===== config.mk =====
export PLATFORM = sky130hd
export DESIGN_NAME = seg7_bin2bcd
export DESIGN_NICKNAME = d
export VERILOG_FILES = /design/src/rtl/seg7_bin2bcd.sv
export SDC_FILE = /design/constraint.sdc
export NUM_CORES = 1
export LEC_CHECK = 0
export BUFFER_PORTS_ARGS = -buffer_cell sky130_fd_sc_hd__buf_2
export CORE_MARGIN = 4
export CORE_UTILIZATION = 31
export CTS_CLUSTER_SIZE = 10
export DETAILED_ROUTE_END_ITERATION = 8
export RECOVER_POWER = 50
export SKIP_CTS_REPAIR_TIMING = 1
export SKIP_LAST_GASP = 1
export SYNTH_ARGS = -nofsm -noshare
export SYNTH_HDL_FRONTEND = slang
export SYNTH_SLANG_ARGS = --single-unit

===== constraint.sdc =====
create_clock -name iCLK -period 2.4 [get_ports iCLK]
set_input_delay 0.48 -clock iCLK [delete_from_list [all_inputs] [get_ports iCLK]]
set_output_delay 0.48 -clock iCLK [all_outputs]
set_load 0.02 [all_outputs]

===== src/rtl/seg7_bin2bcd.sv =====
// Iterative shift-add-3 binary-to-BCD converter with leading-zero blanking for the 7-seg decoders.
// Latency WIDTH cycles from accepted start to oDONE; starts arriving while busy are dropped, not queued.
module seg7_bin2bcd #(
  parameter int WIDTH  = 16,
  parameter int DIGITS = 5
) (
  input  logic                  iCLK,
  input  logic                  iRST_N,
  input  logic                  iSTART,
  input  logic [WIDTH-1:0]      iBIN,
  input  logic                  iBLANK_EN,
  output logic                  oBUSY,
  output logic                  oDONE,
  output logic [4*DIGITS-1:0]   oDIG,
  output logic [DIGITS-1:0]     oON
);

  localparam int BCD_W      = 4 * DIGITS;
  localparam int SR_W       = BCD_W + WIDTH;
  localparam int CNT_W      = $clog2(WIDTH + 1);
  // floor(WIDTH*log10(2))+1 is the decimal digit count of 2^WIDTH-1
  localparam int MIN_DIGITS = (WIDTH * 30103) / 100000 + 1;

  generate
    if (DIGITS < MIN_DIGITS) begin : g_digits_check
      $error("seg7_bin2bcd: DIGITS too small for WIDTH");
    end
  endgenerate

  typedef enum logic {S_IDLE, S_SHIFT} state_t;

  state_t              r_state, w_state_nxt;
  logic [SR_W-1:0]     r_sr, w_sr_nxt, w_add, w_shift;
  logic [CNT_W-1:0]    r_cnt, w_cnt_nxt;
  logic                r_blank, w_blank_nxt;
  logic                r_busy, w_busy_nxt;
  logic                r_done, w_done_nxt;
  logic [BCD_W-1:0]    r_dig, w_dig_nxt, w_new_dig;
  logic [DIGITS-1:0]   r_on, w_on_nxt, w_new_on;
  logic                w_seen;

  always_comb begin
    w_add = r_sr;
    for (int i = 0; i < DIGITS; i++) begin
      if (r_sr[WIDTH+4*i +: 4] >= 4'd5)
        w_add[WIDTH+4*i +: 4] = r_sr[WIDTH+4*i +: 4] + 4'd3;
    end
    w_shift   = {w_add[SR_W-2:0], 1'b0};
    w_new_dig = w_shift[SR_W-1 -: BCD_W];
  end

  // A digit stays lit once any digit at or above it is non-zero; units always lit.
  always_comb begin
    w_seen   = 1'b0;
    w_new_on = '0;
    for (int i = DIGITS - 1; i >= 0; i--) begin
      if (w_new_dig[4*i +: 4] != 4'd0)
        w_seen = 1'b1;
      w_new_on[i] = !r_blank || w_seen || (i == 0);
    end
  end

  always_comb begin
    w_state_nxt = r_state;
    w_sr_nxt    = r_sr;
    w_cnt_nxt   = r_cnt;
    w_blank_nxt = r_blank;
    w_busy_nxt  = r_busy;
    w_done_nxt  = 1'b0;
    w_dig_nxt   = r_dig;
    w_on_nxt    = r_on;
    case (r_state)
      S_IDLE: begin
        if (iSTART) begin
          w_sr_nxt    = {{BCD_W{1'b0}}, iBIN};
          w_blank_nxt = iBLANK_EN;
          w_cnt_nxt   = '0;
          w_busy_nxt  = 1'b1;
          w_state_nxt = S_SHIFT;
        end
      end
      S_SHIFT: begin
        w_sr_nxt  = w_shift;
        w_cnt_nxt = r_cnt + CNT_W'(1);
        if (r_cnt == CNT_W'(WIDTH - 1)) begin
          w_dig_nxt   = w_new_dig;
          w_on_nxt    = w_new_on;
          w_done_nxt  = 1'b1;
          w_busy_nxt  = 1'b0;
          w_state_nxt = S_IDLE;
        end
      end
      default: w_state_nxt = S_IDLE;
    endcase
  end

  always_ff @(posedge iCLK) begin
    if (!iRST_N) begin
      r_state <= S_IDLE;
      r_sr    <= '0;
      r_cnt   <= '0;
      r_blank <= 1'b0;
      r_busy  <= 1'b0;
      r_done  <= 1'b0;
      r_dig   <= '0;
      r_on    <= '0;
    end else begin
      r_state <= w_state_nxt;
      r_sr    <= w_sr_nxt;
      r_cnt   <= w_cnt_nxt;
      r_blank <= w_blank_nxt;
      r_busy  <= w_busy_nxt;
      r_done  <= w_done_nxt;
      r_dig   <= w_dig_nxt;
      r_on    <= w_on_nxt;
    end
  end

  assign oBUSY = r_busy;
  assign oDONE = r_done;
  assign oDIG  = r_dig;
  assign oON   = r_on;

endmodule


### Yosys cells after proc, flatten, opt, wreduce, memory -nomap -nowiden

Cells that the tools add are included.

| cells by class | value |
|---|---|
| muxes and demuxes | 20 |
| $lt $le $gt $ge | 5 |
| bitwise logic cells | 1 |
| add/sub/neg operators | 6 |
| reduce and logical (&&, ||, !) cells | 13 |
| equal/unequal tests | 3 |

Operator list:

| operator | count |
|---|---|
| case mux 36 bit (2 select lines) | 1 |
| two-way mux 36 bit | 1 |
| greater-or-equal comparator 4 x 3 -> 1 bit (second input constant) | 5 |
| adder 4 x 2 -> 4 bit (second input constant) | 4 |
| two-way mux 4 bit | 4 |
| nonzero test 4 bit | 4 |
| case mux 5 bit (2 select lines) | 1 |
| two-way mux 1 bit | 9 |
| AND reduction 2 bit | 4 |
| adder 5 x 1 -> 5 bit (second input constant) | 1 |
| equality test 5 x 4 -> 1 bit (second input constant) | 1 |
| two-way mux 5 bit | 1 |
| logical OR 1 bit | 4 |
| case mux 1 bit (2 select lines) | 2 |
| adder 3 x 2 -> 3 bit (second input constant) | 1 |
| two-way mux 3 bit | 1 |
| != test 2 x 1 -> 1 bit (second input constant) | 1 |
| != test 2 bit (second input constant) | 1 |
| logical NOT 1 bit | 1 |
| inverter 1 bit | 1 |

| word-level totals | value |
|---|---|
| logic and storage cells | 56 |
| bits in registers | 70 |
| output and inout port bits | 27 |
| input bits | 20 |

### Longest topological paths before layout

| depth | value |
|---|---|
| word-level depth | 8 |
| mapped depth | 9 |
| depth with buffers taken out | 8 |

### Worst setup path before layout

Ideal clock, no wire load.

| timing path | value |
|---|---|
| path kind | register to register |
| start | register r_cnt[0] |
| end | register r_on[1], in the netlist oON[1] |
| path buffers | 1 |
| stages on the path, launching flop included | 10 |
| path slack | 0.460 ns |
| arrival time | 1.804 ns |
| period minus slack after synthesis | 1.940 ns |
| data required time | 2.264 ns |
| library setup time | 0.136 ns |
| path through | dfxtp_1 ha_1 and3_1 ha_1 and2_1 clkbuf_1 nand2_1 nand4bb_1 a2111oi_4 a31oi_1 |

| between the ends | value |
|---|---|
| word-level cells in the longest chain between the ends | 2 |

Ends and longest elaborated chain:

| item | RTL line | text |
|---|---|---|
| start, declared | 34 | `logic [CNT_W-1:0] r_cnt, w_cnt_nxt;` |
| start signal, assigned | 110 | `r_cnt <= w_cnt_nxt;` |
| equality test 5 x 4 -> 1 bit | 85 | `if (r_cnt == CNT_W'(WIDTH - 1)) begin` |
| AND reduction 2 bit (no line) | -- |  |
| end signal, assigned | 115 | `r_on <= w_on_nxt;` |
| end, declared | 39 | `logic [DIGITS-1:0] r_on, w_on_nxt, w_new_on;` |

Every way passes these cells.
A chain may end at the register's enable or synchronous reset.

### Worst setup path in the final report

| timing path | value |
|---|---|
| start | register r_sr[32] |
| end | register r_on[1], in the netlist oON[1] |

| between the ends | value |
|---|---|
| word-level cells in the longest chain between the ends | 8 |
| elaborated cells on any way between the ends | 9 |
| those cells by class | add/sub: 1; order compare: 1; mux: 5; reduce/logical: 2 |

Ends and longest elaborated chain:

| item | RTL line | text |
|---|---|---|
| start, declared | 33 | `logic [SR_W-1:0] r_sr, w_sr_nxt, w_add, w_shift;` |
| start signal, assigned | 109 | `r_sr <= w_sr_nxt;` |
| greater-or-equal comparator 4 x 3 -> 1 bit / adder 3 x 2 -> 3 bit (equally long branches) | 45, 46 |  |
| two-way mux 3 bit * | 45 | `if (r_sr[WIDTH+4*i +: 4] >= 4'd5)` |
| nonzero test 4 bit * | 57 | `if (w_new_dig[4*i +: 4] != 4'd0)` |
| two-way mux 1 bit * (4 in a row) | 57 |  |
| logical OR 1 bit * | 59 | `w_new_on[i] = !r_blank \|\| w_seen \|\| (i == 0);` |

Mark *: on every way between the ends. The rest lies on a longest branch, timed or not.

==> out/qor.yml <==
cts-root-buf: "clkbuf_8"
critical_path_class: "reg2reg"
ff_latch_area_um2: 1400
clock-sinks: 70
dieArea_um2: 12800
drc_errors: 0
worst_clock_skew_ns: 0.00644
core_area_um2: 10800
hold_ws_ns: 0.415
leakagePower_nw: 1.54
cp.buffers_inverters: 1
fin_cells: 582
place_area_um2: 3810
dp.cells: 566
grt_pass1_wl_um: 12900
cp_top_family: "compound AO/OA/AOI/OAI gates"
synth.top_cells.by_area: "dfxtp_1 (41%), mux2i_1 (7.6%), nand2_1 (6.0%)"
cts.clk_slew.worst_paths_ns: 0.08
dp_hpwl_um: 5170
status: "finished, final reports clean"
cts_buffer_depth: 2
arrival_ns: 2.21
grtUsageTotal_pct: 12.6
peakVddDrop_mv: 0.276
post-route-period-util_pct: 82.8
antenna_found_initial: 0
rsz0062_at_grt: "no"
fin_setup_tns_ns: 0
n_fill_cell: 1140
maxSlewHeadroom_pct: 50.5
grt_pass1_vias: 2709
numCtsBuffers: 9
die_w_um: 113
synth_warnings: 0
drtIter0Drc: 108
dieHeight_um: 113
multi_input_area_um2: 1880
syn_to_final_growth_pct: 16.3
slew_viol_final: 0
setup_viol: 0
io_buffers: 46
synth-seq-area-share_pct: 40.9
rows: 38
via_count: 2749
finalCriticalPeriod_ns: 1.99
syn_nets: 431
nNetsFinal: 469
stdcell_area_um2: 3990
yosysTopAreaCellShare_pct: 40.9
synth_area_per_cell_um2: 8.60
grt_max_degree: 63
syn_inst: 399
viasPerCell: 4.72
grt-ovfl-total: 0
synth.largest_area_cell: "dfxtp_1"
worstSetupStartpointType: "flip-flop"
tightest_slew_ns: 0.742
drive_gt1_share_pct: 9.28
cpPeakStageDelay_ns: 0.37
initial_core_util_pct: 31.6
cts_htree_levels: 3
synthesis.area_um2: 3430
wire_per_inst_um: 12.8
worst_ep_required_time_ns: 2.63
crit_chain: "inv_1 > ha_1 > nand2b_1 > a21o_1 > or3_4 > a2111oi_4 > a31oi_1"
cellPowerDensity_nw_per_um2: 602
cp_max_fo: 5
gp_congestion: 0.849
final_antenna_net_count: 0
cts_tree: "done"
routed_wl_um: 7460
total_power_mw: 2.40
insertion_delay_ns: 0.36
cp-end-kind: "flip-flop"
ys_ff_latch: 70
hold_class: "in2reg"
diodes: 0
maxCapViolCount: 0
ys_types: 30
crit_path_top_delay_cell: "or3_4"
ios: 47
dr.pass1.iters: 4
hold_viol_final: 0
max_freq_mhz: 503
[Yosys cell counts (all sizes together)]
library cell and instances:
dfxtp 70, nand2 55, o21ai 30, a21oi 26, mux2i 26, nor2b 24, and2 19, clkbuf 19
nor3b 17, a21boi 16, nor3 15, inv 13, ha 12, o211a 10, nand3 8, buf 6
nor2 6, xnor2 6, o21a 5, and3 4, nand2b 4, o21bai 2, a2111oi 1, a21o 1
a31oi 1, nand3b 1, nand4bb 1, or3 1
[report_power, final]
part	total [mW]	internal (mW)	switching, mW
logic	0.142	0.0659	0.0766
clock network	1.06	0.615	0.441
registers	1.20	1.18	0.0191
[final timing paths]
kind                    startpoint                   end  slack [ns]  cells past startpoint
max          r_sr[32]$_SDFFE_PN0P_   oON[1]$_SDFFE_PN0P_        0.41                      7
min                      iBLANK_EN  r_blank$_SDFFE_PN0P_        0.41                      3
max reg2reg  r_sr[32]$_SDFFE_PN0P_   oON[1]$_SDFFE_PN0P_        0.41                      7
min reg2reg   oDIG[5]$_SDFFE_PN0P_  oDIG[5]$_SDFFE_PN0P_        0.47                      2
[final cells by class]
| type | count | area share [%] |
|---|---|---|
| clock buffers | 13 | 3.73 |
| multi-input cells | 291 | 47.2 |
| repair buffers | 52 | 6.62 |
| clock inverters | 3 | 1.69 |
| well taps | 140 | 4.39 |
| inverters | 13 | 1.22 |
| flip-flops and latches | 70 | 35.1 |
[per-layer routing]
metal | part of all wire, % | GRT usage (%) | vias to the layer above
met4 | 2.1 | 6.25 | 0
met3 | 3.1 | 3.64 | 12
met1 | 49 | 15.6 | 1267
met2 | 46 | 19.9 | 30
met5 | 0 | 0 | -
li1 | - | - | 1440
[kinds of logic after synthesis]
group / Yosys count / synth area share (%)
simple gates: 155 / 23.9
compound gates: 92 / 17.4
flops: 70 / 40.9
buf+inv: 38 / 4.27
mux: 26 / 7.59
fa+ha+maj: 12 / 4.38
xor+xnor: 6 / 1.53
[placed cells by master (no fill, tap or decap), types with 2 or more instances in the layout]
cell       instances
inv_1             13
nor3_1            15
o211a_1           10
nand2b_1           4
o21ai_0           30
nor3b_1           17
nor2b_1           24
and2_1             5
mux2i_1           26
buf_4              3
nand2_1           55
dfxtp_1           70
and2_0            14
clkbuf_8          10
o21a_1             5
buf_12             2
nand3_1            8
a21oi_1           26
and3_1             4
bufinv_16          2
ha_1              12
a21boi_0          16
buf_2             20
xnor2_1            6
nor2_1             6
clkbuf_1          30
[stage by stage]
step,setup slack [ns],util (%)
after floorplan,0.460,-
after global placement,0.513,35.1
after detailed placement,0.441,35.1
after CTS,0.423,37.1
after global routing,0.336,36.8
final,0.414,36.8
[sequential cells by signal, summed over array words and instances, names as in the netlist]
signal,cells
r_blank,1
r_cnt,5
oDONE,1
oBUSY,1
r_sr,36
r_state,1
oDIG,20
oON,5
[worst reg2reg max path: stages, from the launching register on]
cell and delay [ns]:
dfxtp_1 0.34, inv_1 0.12, ha_1 0.26, nand2b_1 0.08, a21o_1 0.24, or3_4 0.37
a2111oi_4 0.34, a31oi_1 0.12
No activity file was read; power rests on OpenSTA's default activity.
